<file path="src/rtl/parking_timer_tick_counter_pkg.sv">
// parking_pkg: types and constants shared by the parking timer tick counter.
//   state_t                : session states IDLE, RUN, HOLD, EXP
//   SEC_MAX                : last seconds value before the minute rolls over
//   DEFAULT_TICKS_PER_SEC  : TIMER_CLK rising edges per second (100 MHz / 200000)
//   DEFAULT_MIN_W          : width of the minutes counter
//   DEFAULT_LIMIT_MIN      : minute count at which a session expires
//   pre_width()            : prescaler width for a given tick rate (never below 1)
package parking_pkg;

  typedef enum logic [1:0] {
    IDLE = 2'd0,
    RUN  = 2'd1,
    HOLD = 2'd2,
    EXP  = 2'd3
  } state_t;

  localparam int SEC_MAX               = 59;
  localparam int DEFAULT_TICKS_PER_SEC = 500;
  localparam int DEFAULT_MIN_W         = 8;
  localparam int DEFAULT_LIMIT_MIN     = 120;

  // A rate of one tick per second still needs a 1-bit prescaler to compare against.
  function automatic int pre_width(input int ticks);
    return (ticks <= 1) ? 1 : $clog2(ticks);
  endfunction

endpackage

</file>
<file path="src/rtl/parking_timer_tick_counter_if.sv">
// parking_timer_tick_counter_if: control and status bundle of the parking timer.
//   START, STOP, CLEAR : session commands (master -> slave)
//   SECONDS            : 0..59 elapsed seconds
//   MINUTES            : elapsed minutes, MIN_W bits
//   RUNNING, EXPIRED   : session status flags
//   TICK_SEC           : one-cycle pulse aligned with every new SECONDS value
// Modports: master = display/billing side, slave = the tick counter.
interface parking_timer_tick_counter_if
  import parking_pkg::*;
#(
  parameter int MIN_W = DEFAULT_MIN_W
);

  logic             START;
  logic             STOP;
  logic             CLEAR;
  logic [5:0]       SECONDS;
  logic [MIN_W-1:0] MINUTES;
  logic             RUNNING;
  logic             EXPIRED;
  logic             TICK_SEC;

  modport master (
    output START, STOP, CLEAR,
    input  SECONDS, MINUTES, RUNNING, EXPIRED, TICK_SEC
  );

  modport slave (
    input  START, STOP, CLEAR,
    output SECONDS, MINUTES, RUNNING, EXPIRED, TICK_SEC
  );

endinterface

</file>
<file path="src/rtl/parking_timer_tick_counter_edge_detect.sv">
// timer_edge_detect: turns the divided TIMER_CLK level into a one-cycle tick
// per rising edge, entirely in the clk domain.
//   clk       : system clock
//   rst       : synchronous active-high reset
//   timer_clk : divided square wave, treated as data
//   tick      : high for one clk cycle per rising edge of timer_clk
// Macro PARKING_TIMER_SYNC_EN adds a front flop so t_cur becomes the second
// stage of a 2-flop synchronizer (one extra cycle of latency).
module timer_edge_detect (
  input  logic clk,
  input  logic rst,
  input  logic timer_clk,
  output logic tick
);

  logic stage_in;
  logic t_cur;
  logic t_prev;

`ifdef PARKING_TIMER_SYNC_EN
  logic sync_ff;

  // First synchronizer flop; t_cur below is the second.
  always_ff @(posedge clk) begin
    if (rst) sync_ff <= 1'b0;
    else     sync_ff <= timer_clk;
  end

  assign stage_in = sync_ff;
`else
  assign stage_in = timer_clk;
`endif

  // t_prev keeps tracking even when the counter ignores ticks, so resuming
  // never produces a phantom edge.
  always_ff @(posedge clk) begin
    if (rst) begin
      t_cur  <= 1'b0;
      t_prev <= 1'b0;
    end else begin
      t_cur  <= stage_in;
      t_prev <= t_cur;
    end
  end

  assign tick = t_cur & ~t_prev;

endmodule

</file>
<file path="src/rtl/parking_timer_tick_counter.sv">
// parking_timer_tick_counter: accumulates parking time in MM:SS from the
// rising edges of the divided TIMER_CLK, under START/STOP/CLEAR control.
//   CLK_IN    : system clock (only clock of the block)
//   RST       : synchronous active-high reset
//   TIMER_CLK : divided square wave, sampled as data
//   bus       : slave side of parking_timer_tick_counter_if
//               (START/STOP/CLEAR in; SECONDS/MINUTES/RUNNING/EXPIRED/TICK_SEC out)
// Parameters: TICKS_PER_SEC, MIN_W, LIMIT_MIN (LIMIT_MIN < 2**MIN_W).
// Macro PARKING_TIMER_SYNC_EN: synchronize TIMER_CLK before edge detection.
module parking_timer_tick_counter
  import parking_pkg::*;
#(
  parameter int TICKS_PER_SEC = DEFAULT_TICKS_PER_SEC,
  parameter int MIN_W         = DEFAULT_MIN_W,
  parameter int LIMIT_MIN     = DEFAULT_LIMIT_MIN
) (
  input  logic                         CLK_IN,
  input  logic                         RST,
  input  logic                         TIMER_CLK,
  parking_timer_tick_counter_if.slave  bus
);

  localparam int               PRE_W     = pre_width(TICKS_PER_SEC);
  localparam logic [PRE_W-1:0] PRE_MAX   = PRE_W'(TICKS_PER_SEC - 1);
  localparam logic [5:0]       SEC_TOP   = 6'(SEC_MAX);
  localparam logic [MIN_W-1:0] MIN_LIMIT = MIN_W'(LIMIT_MIN);

  state_t           state, state_next;
  logic [PRE_W-1:0] prescaler, prescaler_next;
  logic [5:0]       seconds, seconds_next;
  logic [MIN_W-1:0] minutes, minutes_next;
  logic             tick_sec, tick_sec_next;
  logic             tick;

  timer_edge_detect u_edge (
    .clk       (CLK_IN),
    .rst       (RST),
    .timer_clk (TIMER_CLK),
    .tick      (tick)
  );

  // Next-state and counter logic. CLEAR beats STOP beats START; a tick only
  // counts when the session is already in RUN and no command is pending, so
  // ticks coinciding with START, STOP or CLEAR are dropped.
  always_comb begin
    state_next     = state;
    prescaler_next = prescaler;
    seconds_next   = seconds;
    minutes_next   = minutes;
    tick_sec_next  = 1'b0;

    if (bus.CLEAR) begin
      state_next     = IDLE;
      prescaler_next = '0;
      seconds_next   = '0;
      minutes_next   = '0;
    end else begin
      case (state)
        IDLE, HOLD: begin
          if (bus.START && !bus.STOP) state_next = RUN;
        end
        RUN: begin
          if (bus.STOP) begin
            state_next = HOLD;
          end else if (tick) begin
            if (prescaler == PRE_MAX) begin
              prescaler_next = '0;
              tick_sec_next  = 1'b1;
              if (seconds == SEC_TOP) begin
                seconds_next = '0;
                minutes_next = minutes + 1'b1;
                // Leave RUN on the same edge that lands on LIMIT:00 so no
                // further tick can move the frozen count.
                if (minutes_next == MIN_LIMIT) state_next = EXP;
              end else begin
                seconds_next = seconds + 6'd1;
              end
            end else begin
              prescaler_next = prescaler + 1'b1;
            end
          end
        end
        EXP: begin
          state_next = EXP;
        end
        default: begin
          state_next = IDLE;
        end
      endcase
    end
  end

  // State and counter registers; TICK_SEC is registered so it lines up with
  // the SECONDS value it announces.
  always_ff @(posedge CLK_IN) begin
    if (RST) begin
      state     <= IDLE;
      prescaler <= '0;
      seconds   <= '0;
      minutes   <= '0;
      tick_sec  <= 1'b0;
    end else begin
      state     <= state_next;
      prescaler <= prescaler_next;
      seconds   <= seconds_next;
      minutes   <= minutes_next;
      tick_sec  <= tick_sec_next;
    end
  end

  assign bus.SECONDS  = seconds;
  assign bus.MINUTES  = minutes;
  assign bus.RUNNING  = (state == RUN);
  assign bus.EXPIRED  = (state == EXP);
  assign bus.TICK_SEC = tick_sec;

endmodule

</file>
<file path="src/flat_wrapper.sv">
// flat-port wrapper written by rule: the top's interface ports become plain ports
module parking_timer_tick_counter_flat import parking_pkg::*;
#(
  parameter int TICKS_PER_SEC = DEFAULT_TICKS_PER_SEC,
  parameter int MIN_W         = DEFAULT_MIN_W,
  parameter int LIMIT_MIN     = DEFAULT_LIMIT_MIN
)
  (CLK_IN, RST, TIMER_CLK, bus_START, bus_STOP, bus_CLEAR, bus_SECONDS, bus_MINUTES, bus_RUNNING, bus_EXPIRED, bus_TICK_SEC);
  parking_timer_tick_counter_if #(.MIN_W(MIN_W)) bus_i ();
  input  logic CLK_IN;
  input  logic RST;
  input  logic TIMER_CLK;
  input wire logic [$bits(bus_i.START)-1:0] bus_START;
  input wire logic [$bits(bus_i.STOP)-1:0] bus_STOP;
  input wire logic [$bits(bus_i.CLEAR)-1:0] bus_CLEAR;
  output wire logic [$bits(bus_i.SECONDS)-1:0] bus_SECONDS;
  output wire logic [$bits(bus_i.MINUTES)-1:0] bus_MINUTES;
  output wire logic [$bits(bus_i.RUNNING)-1:0] bus_RUNNING;
  output wire logic [$bits(bus_i.EXPIRED)-1:0] bus_EXPIRED;
  output wire logic [$bits(bus_i.TICK_SEC)-1:0] bus_TICK_SEC;
  assign bus_i.START = bus_START;
  assign bus_i.STOP = bus_STOP;
  assign bus_i.CLEAR = bus_CLEAR;
  assign bus_SECONDS = bus_i.SECONDS;
  assign bus_MINUTES = bus_i.MINUTES;
  assign bus_RUNNING = bus_i.RUNNING;
  assign bus_EXPIRED = bus_i.EXPIRED;
  assign bus_TICK_SEC = bus_i.TICK_SEC;
  parking_timer_tick_counter #(.TICKS_PER_SEC(TICKS_PER_SEC), .MIN_W(MIN_W), .LIMIT_MIN(LIMIT_MIN)) u_core (.CLK_IN(CLK_IN), .RST(RST), .TIMER_CLK(TIMER_CLK), .bus(bus_i));
endmodule
</file>
<file path="config.mk">
export PLATFORM = sky130hd
export DESIGN_NAME = parking_timer_tick_counter_flat
export DESIGN_NICKNAME = d
export VERILOG_FILES = /design/src/rtl/parking_timer_tick_counter_pkg.sv /design/src/rtl/parking_timer_tick_counter_if.sv /design/src/rtl/parking_timer_tick_counter_edge_detect.sv /design/src/rtl/parking_timer_tick_counter.sv /design/src/flat_wrapper.sv
export SDC_FILE = /design/constraint.sdc
export NUM_CORES = 1
export LEC_CHECK = 0
export ABC_AREA = 1
export CORE_UTILIZATION = 35
export DETAILED_ROUTE_END_ITERATION = 7
export GPL_TIMING_DRIVEN = 0
export PLACE_DENSITY = 0.52
export SLEW_MARGIN = 20
export SYNTH_ARGS = -nofsm -noshare
export SYNTH_HDL_FRONTEND = slang
export SYNTH_HIERARCHICAL = 1
export SYNTH_SLANG_ARGS = --single-unit
</file>
<file path="constraint.sdc">
create_clock -name CLK_IN -period 3.3 [get_ports CLK_IN]
set_input_delay 0.66 -clock CLK_IN [delete_from_list [all_inputs] [get_ports CLK_IN]]
set_output_delay 0.66 -clock CLK_IN [all_outputs]
set_load 0.1 [all_outputs]
</file>
==> results of run 1 <==
## synthesized netlist by cell type (2+ instances only)
| library cell | instances | area [um2] |
|---|---|---|
| dfxtp_1 | 28 | 561 |
| nor2_4 | 3 | 33.8 |
| inv_1 | 27 | 101 |
| a21oi_1 | 13 | 65.1 |
| inv_2 | 4 | 15.0 |
| nor2_1 | 22 | 82.6 |
| o21ai_1 | 3 | 15.0 |
| o21ai_0 | 8 | 40.0 |
| ha_1 | 3 | 37.5 |
| nand2_8 | 2 | 40.0 |
| nor2_8 | 3 | 60.1 |
| nand3_1 | 18 | 90.1 |
| xor2_1 | 2 | 17.5 |
| nand4_1 | 2 | 12.5 |
| o22ai_1 | 2 | 12.5 |
| a21oi_2 | 2 | 17.5 |
| nand2_1 | 34 | 128 |
| nor3_2 | 2 | 20.0 |
## power by group through the flow
stage | logic (mW) | clock network [mW] | registers [mW]
2_1_floorplan | 0.0182 | 0 | 0.355
3_3_place_gp | 0.0362 | 0 | 0.349
3_5_place_dp | 0.0368 | 0 | 0.349
4_1_cts | 0.0370 | 0.282 | 0.342
5_1_grt | 0.0395 | 0.295 | 0.342
6_report | 0.0364 | 0.272 | 0.342
## cell families after synthesis
family,synth area share
AND/OR/NAND/NOR,0.356
AO/OA/AOI/OAI,0.133
buffers and inverters,0.0803
flip-flops,0.387
XOR/XNOR,0.0181
adder cells (fa/ha/maj),0.0259
## per-layer routing
metal	routed length [um]	global-route usage	up-vias
li1	-	-	667
met1	1480	0.202	557
met2	1460	0.267	12
met3	60	0.0259	2
met4	23	0.0559	0
met5	0	0	-
## worst max-delay path, cell delays in order (launching register included)
cell	delay [ns]
dfxtp_1	0.42
inv_2	0.08
nor2_4	0.11
clkdlybuf4s50_1	1.14
## worst max-delay path by stage
stage,endpoint,slack [ns],cells past startpoint
6_report,bus_RUNNING,0.61,3
4_1_cts,bus_RUNNING,0.59,3
2_1_floorplan,u_core/bus.SECONDS[5],0.97,9
5_1_grt,bus_RUNNING,0.53,3
3_3_place_gp,u_core/bus.MINUTES[7],0.88,6
3_5_place_dp,u_core/bus.MINUTES[7],0.89,6
## layout make-up
| type | count | area, um2 |
|---|---|---|
| fill | 402 | 2200 |
| multi-input combinational | 131 | 772 |
| sequential | 28 | 561 |
| timing repair buffer | 22 | 220 |
| inverter | 31 | 116 |
| tap | 50 | 62.6 |
| clock buffer | 3 | 41.3 |
| clock inverter | 1 | 30.0 |
## per-stage QoR
stage / hold slack, ns / power, mW / worst slack [ns] / cell area [um2]
floorplan: 0.410 / 0.373 / 0.973 / 1450
global placement: 0.420 / 0.386 / 0.876 / 1730
detailed placement: 0.426 / 0.386 / 0.891 / 1730
CTS: 0.441 / 0.661 / 0.591 / 1800
global route: 0.481 / 0.677 / 0.529 / 1800
finish: 0.437 / 0.650 / 0.613 / 1800
## state kept, by name, indices dropped and copies added, names as in the netlist
| signal | count |
|---|---|
| u_core/prescaler | 9 |
| u_core/bus.MINUTES | 8 |
| u_core/bus.SECONDS | 6 |
| u_core/state | 2 |
| u_core/bus.TICK_SEC | 1 |
| u_core/u_edge/t_cur | 1 |
| u_core/u_edge/t_prev | 1 |
==> flow_metrics.tcl, run 1 <==
set metrics [dict create \
    outcome "completed" \
    pin_count 23 \
    powerDensity_nw_per_um2 360 \
    min_delay_path_depth 2 \
    setup_viol 0 \
    hp-start "u_core/u_edge/t_cur" \
    final_nets 226 \
    fin_util 0.451 \
    clock_sinks 28 \
    synth_edf_count 0 \
    place_congestion 0.821 \
    rrSetupSlack_ns 1.47 \
    cts_inserted_buffers 3 \
    maxCapViolCount 0 \
    core_um2 4000 \
    fin_crit_sh 0.814 \
    cts_tree "yes" \
    critPathRequiredTime_ns 2.64 \
    ys_ff_latch 28 \
    post-route-min-period_ns 2.69 \
    vias 1238 \
    h-tree-depth 1 \
    placed_cells 262 \
    clk_latency_ns 0.28 \
    ys_types 30 \
    antenna_found_initial 0 \
    synth_area_per_cell_um2 7.63 \
    dieArea_um2 4400 \
    drc 0 \
    clock_path_buffers 2 \
    reg2reg_from "u_core/bus.SECONDS[0]" \
    vias_per_cell 4.65 \
    min_path_type "reg -> reg" \
    cts_setup_buffers 0 \
    startpoint "u_core/state[0]" \
    seq_area_frac_synth 0.387 \
    fin_skew_ns 0.00721 \
    drt_iter0_drc 61 \
    async_flop_share 0 \
    antenna_cells 0 \
    row_count 23 \
    p_int_uw 515 \
    ys_warn_count 6 \
    fmax_ghz 0.372 \
    rr_endpoint "u_core/bus.SECONDS[5]" \
    cts-root-buf "clkbuf_8" \
    cts_hold_buffers 0 \
    rsz0062_at_grt "no" \
    dominantRegCellSynth "dfxtp_1" \
    max_slew_margin 0.347 \
    port-buffer-count 22 \
    grt_max_degree 17 \
    final_layout_size_suffix_gt1_frac 0.116 \
    critPathMaxFanout 5 \
    slew_viol_final 0 \
    min_to "u_core/u_edge/t_prev" \
    p_clk_frac 0.418 \
    setup.worst_path.class "reg -> out" \
    die-width_um 66.3 \
    r2r_cells 9 \
    layout_common_cells "nand2_1, dfxtp_1, inv_1, clkdlybuf4s50_1, nor2_1" \
    dp_hpwl_mm 2.35 \
    drtPass1Iterations 4 \
    start_util 0.362 \
    cts_resized 0 \
    netlist_instances 190 \
    synth_nets 199 \
    drt-wirelength-per-cell_um 11.3 \
    switching_share 0.208 \
    arrival_ns 2.03 \
    grt_pass1_vias 1181 \
    power_frac_seq 0.526 \
    totalNegativeSetupSlack_ns 0 \
    combPwrFrac 0.056 \
    cts.clk_slew.worst_paths_ns 0.09 \
    p_switching_uw 135 \
    final_common_cell "nand2_1" \
    vdd_ir_drop_max_mv 0.235 \
    grt_first_pass_wirelength_mm 5.33 \
    area_growth_pct 24.4 \
    p_leak_nw 0.691 \
    grtUsageTotal 0.158 \
    end_kind "output port" \
    wl_mm 3.01 \
    worst_pin_slew_ns 0.977 \
    final_hold_viol_count 0 \
    critPathLaunchType "register" \
    netlist_area_um2 1450 \
    overflow 0 \
    ant_nets 0 \
    fp.dieH_um 66.3 \
    fin_cells 266 \
]
No activity file was read; power rests on OpenSTA's default activity.
==> run 2, diff against run 1 <==
- PLACE_DENSITY: 0.52 -> 0.54
- clock period: 3.3 -> 2.2 ns (I/O delays scaled with it)
==> run 2 against run 1 <==
Net effect:
- setup slack lost 0.56 ns
- core utilization is 0.94 points lower
- register-to-register slack lost 0.97 ns
- count of clock-buffer cells in the layout grew 1
- total power increased by 36%
- sequential share of layout area rose by 0.80 points
- non-clock buffer count unchanged
- clock power up 16%
- first-iteration DRC count up 11%
- global-route usage shrank 1.3 points
- largest cell class unchanged
==> flow_metrics.tcl, run 2 (synthesis results as in run 1) <==
set metrics [dict create \
    ant_nets 0 \
    overflow 0 \
    wl_met1_mm 1.28 \
    die-width_um 66.3 \
    grtUsageTotal 0.145 \
    antenna_found_initial 0 \
    drc 0 \
    post-route-min-period_ns 2.14 \
    h-tree-depth 1 \
    vias_per_cell 4.65 \
    slew_viol_final 0 \
    layout_common_cells "nand2_1, inv_1, dfxtp_1, nor2_1, nand3_1" \
    pin_count 23 \
    final_hold_viol_count 0 \
    arrival_ns 1.70 \
    cts_setup_buffers 0 \
    fp.dieH_um 66.3 \
    p_leak_nw 0.758 \
    worst_slack_ns 0.0564 \
    grt_max_degree 16 \
    fin_skew_ns 0.00382 \
    min_to "u_core/u_edge/t_prev" \
    critPathMaxStageDelay_ns 1.12 \
    fmax_ghz 0.467 \
    vdd_ir_drop_max_mv 0.256 \
    start_util 0.362 \
    largest_reg_flops 9 \
    cts-root-buf "clkbuf_8" \
    stdcell_area_um2 1770 \
    dr_wl_met2_mm 1.41 \
    drt_iter0_drc 68 \
    critPathMaxFanout 1 \
    min_delay_path_depth 2 \
    max_slew_margin 0.359 \
    path_delay_family "buffers and inverters" \
    drt-wirelength-per-cell_um 10.5 \
    rsz0062_at_grt "no" \
    rr_endpoint "u_core/bus.SECONDS[5]" \
    r2r_cells 9 \
    end_kind "output port" \
    totalNegativeSetupSlack_ns 0 \
    drtPass1Iterations 4 \
    slowest_stage "clkdlybuf4s50_1" \
    reg2reg_from "u_core/bus.SECONDS[0]" \
    cts_tree "yes" \
    final_common_cell "nand2_1" \
    dp_hpwl_mm 2.24 \
    cts.clk_slew.worst_paths_ns 0.09 \
    maxCapViolCount 0 \
    outcome "completed" \
    clock_path_buffers 2 \
    grt_pass1_vias 1148 \
    wl_met3_um 73 \
    cts_inserted_buffers 3 \
    critPathLaunchType "register" \
    place_congestion 0.784 \
    clock_sinks 28 \
    placed_area_um2 1730 \
    highest_layer "met4" \
    grt_first_pass_wirelength_mm 4.91 \
    core_um2 4000 \
    final_nets 226 \
    largest-register "u_core/prescaler" \
    clk_latency_ns 0.27 \
    fin_crit_sh 0.974 \
    dieArea_um2 4400 \
    final_layout_size_suffix_gt1_frac 0.130 \
    hp-start "u_core/u_edge/t_cur" \
    rrSetupSlack_ns 0.50 \
    nFillCells 399 \
    setup_viol 0 \
    row_count 23 \
    antenna_cells 0 \
    worst_pin_slew_ns 0.958 \
    fin_util 0.441 \
    vias 1238 \
    cp_num_buf_inv 1 \
    path_cells "clkdlybuf4s50_1" \
    powerDensity_nw_per_um2 499 \
    critPathRequiredTime_ns 1.76 \
    setup.worst_path.class "reg -> out" \
    area_growth_pct 21.8 \
    dp_slack_ns 0.0164 \
    min_path_type "reg -> reg" \
    port-buffer-count 22 \
    wl_mm 2.80 \
]
-- run 2: changes by cell type in the layout (fill, tap and decap cells not counted), sizes merged --
cell	before	now
bufinv	1	0
clkbuf	3	5
dlygate4sd2	0	15
clkdlybuf4s50	22	6
-- run 2: final cells by class --
class,instances,area [um2],area share
tap,50,62.6,0.0354
timing repair buffer,22,196,0.111
inverter,31,116,0.0659
multi-input combinational,131,772,0.437
sequential,28,563,0.319
clock buffer,4,55.1,0.0312
-- run 2: what timing repair did --
item	in CTS	in global routing
gates resized for setup	17	1
setup endpoints to repair	16	1
hold buffers	0	0
-- run 2: worst max-delay path by stage --
stage,endpoint,slack [ns],start,cells after the start
2_1_floorplan,u_core/bus.SECONDS[5],0.10,u_core/bus.SECONDS[4],8
3_3_place_gp,u_core/bus.MINUTES[7],0.04,RST,6
3_5_place_dp,u_core/bus.MINUTES[7],0.02,RST,6
4_1_cts,bus_RUNNING,0.02,u_core/state[0],3
5_1_grt,bus_EXPIRED,0.007,u_core/state[1],3
6_report,bus_TICK_SEC,0.06,u_core/bus.TICK_SEC,1
-- run 2: through the flow --
stage               hold slack [ns]  power [mW]  cells
floorplan                     0.410       0.560    190
finish                        0.437       0.881    266
global route                  0.457       0.923    266
global placement              0.422       0.578    262
CTS                           0.439       0.899    266
detailed placement            0.426       0.580    262
-- run 2: power by group --
group	total (mW)	switching [mW]	internal (mW)
Clock	0.315	0.155	0.160
Sequential	0.512	0.00233	0.510
Combinational	0.0539	0.0368	0.0171
Total	0.881	0.194	0.687
-- run 2: routing by layer --
| layer | vias up | global-route usage |
|---|---|---|
| met5 | - | 0 |
| met4 | 0 | 0.0479 |
| met3 | 4 | 0.0207 |
| met2 | 16 | 0.256 |
| met1 | 551 | 0.178 |
| li1 | 667 | - |
==> run 3, diff against run 2 <==
- CAP_MARGIN: unset -> 20
- GPL_ROUTABILITY_DRIVEN: unset -> 0
==> results of run 3 <==
Same layout as run 2: the final DEF is identical, and so are final timing and power.
==> variant 1 (config.mk and constraints of run 2) <==
`DEFAULT_MIN_W`: 8 -> 6.
--- a/src/rtl/parking_timer_tick_counter_pkg.sv
+++ b/src/rtl/parking_timer_tick_counter_pkg.sv
@@ -18,3 +18,3 @@
   localparam int DEFAULT_TICKS_PER_SEC = 500;
-  localparam int DEFAULT_MIN_W         = 8;
+  localparam int DEFAULT_MIN_W         = 6;
   localparam int DEFAULT_LIMIT_MIN     = 120;
Ports: changed (resized bus_MINUTES); port bits go from 23 to 21. No check against the original RTL was run, so the function may have changed too.
==> variant 1 against run 2 <==
- synthesized area decreased by 6.4%
- die area is 6.2% lower
- wire length fell by 5.2%
- final cell count is 8.3% lower
- register-to-register slack better by 20 ps
- non-clock buffer count decreased by 2
- clock skew fell by 1.6 ps
- cell area is 5.9% lower
- setup slack better by 8.3 ps
- core utilization increased by 0.91 points
- sequential cell count down 2
- total power fell by 7.3%
- critical endpoint unchanged
==> variant 1: results (changes against run 2) <==
The clock-pin transition on the worst setup and hold timing paths came out at 90 ps (about the same). By area the synthesized netlist is led by dfxtp_1, nand2_1, inv_1. The static leakage came out at 0.7462 nW (-1.6%).

The first-pass GRT wire length came to 4664 um (-4.9%). The initial DRC count was 73 (+7.4%). The level count of the clock H-tree is 1 (unchanged). The global-route met2 utilization came to 0.2671 (+0.01073).

The fraction of layout instances using a drive strength above 1 came out at 0.1735 (+0.04384). The synthesized-area fraction occupied by ao, oa, aoi and oai cells came out at 0.08856 (-0.04443). The endpoint of the worst hold-timing path is u_core/u_edge/t_prev$_SDFF_PP0_. The met3 track demand over resource in global routing was 0.04286 (+0.02217). The transition time at the pin with the least slew margin is 958.9 ps (+0.5605 ps). The number of fillers in the final layout is 398 (-0.25%). The routability-driven placement congestion ratio came to 0.6904 (-12%). The number of distinct standard cells referenced by the synthesized netlist is 32 (+6.7%). The adder-cell share of the synthesized area is 0.02768 (+0.001769). The worst register-to-register path begins at u_core/prescaler[0]$_SDFFE_PP0P_.

The wire length on met1 is 1203 um (-6.1%). The share of synthesized area spent on multiplexers is 0.01661 (+0.01661). The pin count of the biggest net entering global routing is 15 (-1). The total routed wirelength came out at 2649 um (-5.2%). The number of port buffers is 20 (-9.1%). The synthesized area per cell came out at 7.885 sq um (+3.4%). The synthesis warning total was 6 (unchanged). The net count after synthesis is 181 (-9.0%). By count the netlist is led by nand2_1, dfxtp_1, inv_1. The share of the synthesized netlist area taken by xor and xnor gates came out at 0.006458 (-0.01168). The worst reg-to-reg setup slack is 520 ps (+20 ps).

The combinational share of power is 0.046 (-0.015). The via count normalized by instance count came out at 4.742 (+1.9%). The total of cells resized after clock tree synthesis is 13 (-4). The estimated wirelength of the detail-placed design is 2094 um (-6.7%).

The flow ran to the end, and the final reports show no timing, DRC or antenna violations. The worst voltage drop across the vdd grid is 0.0004067 V (+59%). The power attributed to the clock group is 0.000305 W (-3%). The share of the yosys chip area belonging to registers is 0.3838 (-0.003110). The setup clock skew after layout is 2.247 ps (-1.576 ps). The switching power as a share of total power came out at 0.2080 (-0.01225). The final net count came out at 206 (-8.8%).

The count of placed standard cells in the final layout, fillers left out came out at 244 (-8.3%). The worst register-to-register path ends at u_core/prescaler[6]$_SDFFE_PP0P_. The routed length on met2 came out at 1340 um (-4.7%). The highest achievable clock rate came out at 468.3 MHz (+0.39%). The global routing met1 resource utilization came out at 0.1573 (-0.02056). The final total power is 0.0008165 W (-7.3%). The final worst hold slack is 437.5 ps (+0.6150 ps).

The instance area at placement came out at 1619 sq um (-6.6%). The worst slack at placement is 71.91 ps (+55.56 ps). In this run the most critical hold path is launched from u_core/u_edge/t_cur$_SDFF_PP0_.
==> variant 1: cell count changes in the layout (fill, tap and decap cells not counted), sizes merged, moves of 3 or more <==
| cell | before | now |
|---|---|---|
| nand3 | 19 | 12 |
| nor3 | 2 | 5 |
| nor2 | 29 | 24 |
| nand2 | 38 | 45 |
| a21oi | 15 | 8 |
| o21ai | 11 | 2 |
| nor3b | 1 | 5 |
| dlygate4sd2 | 15 | 12 |
| inv | 31 | 23 |
==> variant 1: area by class of cell <==
class / instances / area, sq um / share of cell area
multi-input combinational: 121 / 735.7 / 0.4428
inverter: 25 / 100.1 / 0.06024
timing repair buffer: 20 / 187.7 / 0.1130
sequential: 26 / 523.0 / 0.3148
tap: 48 / 60.06 / 0.03614
clock buffer: 4 / 55.05 / 0.03313
==> variant 2 (config.mk and constraints of run 2) <==
Without the edit above. Re-encode `state_t` (4 states) as one-hot, 4 bits wide.
--- a/src/rtl/parking_timer_tick_counter_pkg.sv
+++ b/src/rtl/parking_timer_tick_counter_pkg.sv
@@ -9,7 +9,7 @@
 
-  typedef enum logic [1:0] {
-    IDLE = 2'd0,
-    RUN  = 2'd1,
-    HOLD = 2'd2,
-    EXP  = 2'd3
+  typedef enum logic [3:0] {
+    IDLE = 4'b0001,
+    RUN  = 4'b0010,
+    HOLD = 4'b0100,
+    EXP  = 4'b1000
   } state_t;
Check against the original RTL: same outputs for any inputs over 10 cycles, from zero or initial values and one cycle with RST high; not proved beyond that.
==> variant 2 against run 2 <==
- total power grew 20%
- largest power group unchanged
- sequential power is 7.2% higher
- critical endpoint unchanged
- critical path type unchanged
- synthesized area up 5.1%
- core utilization grew 2.2 points
- largest cell class unchanged
- cell area rose by 7.2%
- hold slack improved by 3.2 ps
- first-iteration DRC count grew 18%
- setup slack worse by 2.2 ps
- highest routed layer unchanged
- wire length up 15%
- count of clock-buffer cells in the layout grew 3
- sequential cell count increased by 2
- final cell count grew 8.3%
==> variant 2: results (changes against run 2) <==
The final worst hold slack is 440.1 ps (+3.247 ps). The total of cells resized after clock tree synthesis came out at 20 (+3). The cell count after placement came to 280 (+6.9%). The power of the combinational group is 0.0000439 W (-19%). The share of the yosys chip area belonging to registers was 0.3944 (+0.007539). The run finished with clean final reports. The via count normalized by instance count is 4.726 (+1.5%). The relative area change from synthesis to final layout is 24.24%.

The met3 track demand over resource in global routing came out at 0.05167 (+0.03098). The global routing met1 resource utilization is 0.2062 (+0.02841). The routability-driven placement congestion ratio came out at 0.7400 (-5.7%). Sorting the synthesized cells by how often they occur yields nand2_1, dfxtp_1, nor2_1. The via count of the first global-routing pass came to 1227 (+6.9%). The clock-pin transition on the worst setup and hold timing paths came out at 70 ps (-20 ps). The setup clock skew after layout came to 6.427 ps (+2.604 ps).

The worst voltage drop across the vdd grid came to 0.0003028 V (+18%). The global-route met2 utilization is 0.2402 (-0.01618). Among cell families on the critical path, the largest total delay comes from buffers and inverters. The beginning of the worst register-to-register path is u_core/bus.SECONDS[0]$_SDFFE_PP0N_. The number of instances in the synthesized netlist came to 208 (+9.5%). The worst slack at placement came to -53.76 ps (-70.12 ps). The count of placed standard cells in the final layout, fillers left out is 288 (+8.3%). The overall track demand over capacity in global routing came out at 0.1601 (+0.01519).

The switching power as a share of total power is 0.2251 (+0.004873). The instance area at placement is 1815 sq um (+4.7%). The kind of path behind the tightest hold check is register to register. The number of fillers in the final layout came to 405 (+1.5%). The estimated wirelength of the detail-placed design is 2292 um (+2.1%). The worst reg2reg path endpoint is u_core/state[3]$_SDFFE_PP0P_.

The first-pass GRT wire length is 5478 um (+12%). The number of distinct standard cells referenced by the synthesized netlist came out at 29 (-3.3%). The static leakage is 0.7734 nW (+2.0%). The post-detailed-route wirelength per cell came to 11.14 um (+6.0%). The net count after synthesis is 217 (+9.0%).

The initial DRC count was 80 (+18%). The most critical setup path has its endpoint at bus_TICK_SEC. The level count of the clock H-tree is 2 (+1). After synthesis, the cell types taking the most area are dfxtp_1, nand2_1, nor2_1.

The fraction of layout instances using a drive strength above 1 is 0.1261 (-0.003579). The switching power total was 0.0002371 W (+22%).
[variant 2: cells by family after synthesis]
kind of cell	Yosys count	synth area share
simple gates	105	0.3435
compound gates	34	0.1200
flops	30	0.3944
buf+inv	29	0.07723
xor+xnor	7	0.04026
fa+ha+maj	3	0.02465
[variant 2: per-layer routing]
| metal | wire length, um | part of all wire | vias to the layer above |
|---|---|---|---|
| li1 | - | - | 735 |
| met1 | 1666 | 0.52 | 600 |
| met2 | 1387 | 0.43 | 24 |
| met3 | 124 | 0.039 | 2 |
| met4 | 29 | 0.0090 | 0 |
| met5 | 0 | 0 | - |
[variant 2: tightest hold or removal path: stages (launching register included)]
cell and delay, ps:
dfxtp_1 300, inv_1 60, nor2_1 40
[variant 2: cell type report]
class	instances	share of cell area
Buffer	2	0.008598
Clock buffer	7	0.04564
Multi-Input combinational cell	149	0.4279
Inverter	27	0.05357
Sequential cell	30	0.3201
Timing Repair Buffer	22	0.1085
Tap cell	50	0.03307
Clock inverter	1	0.002646
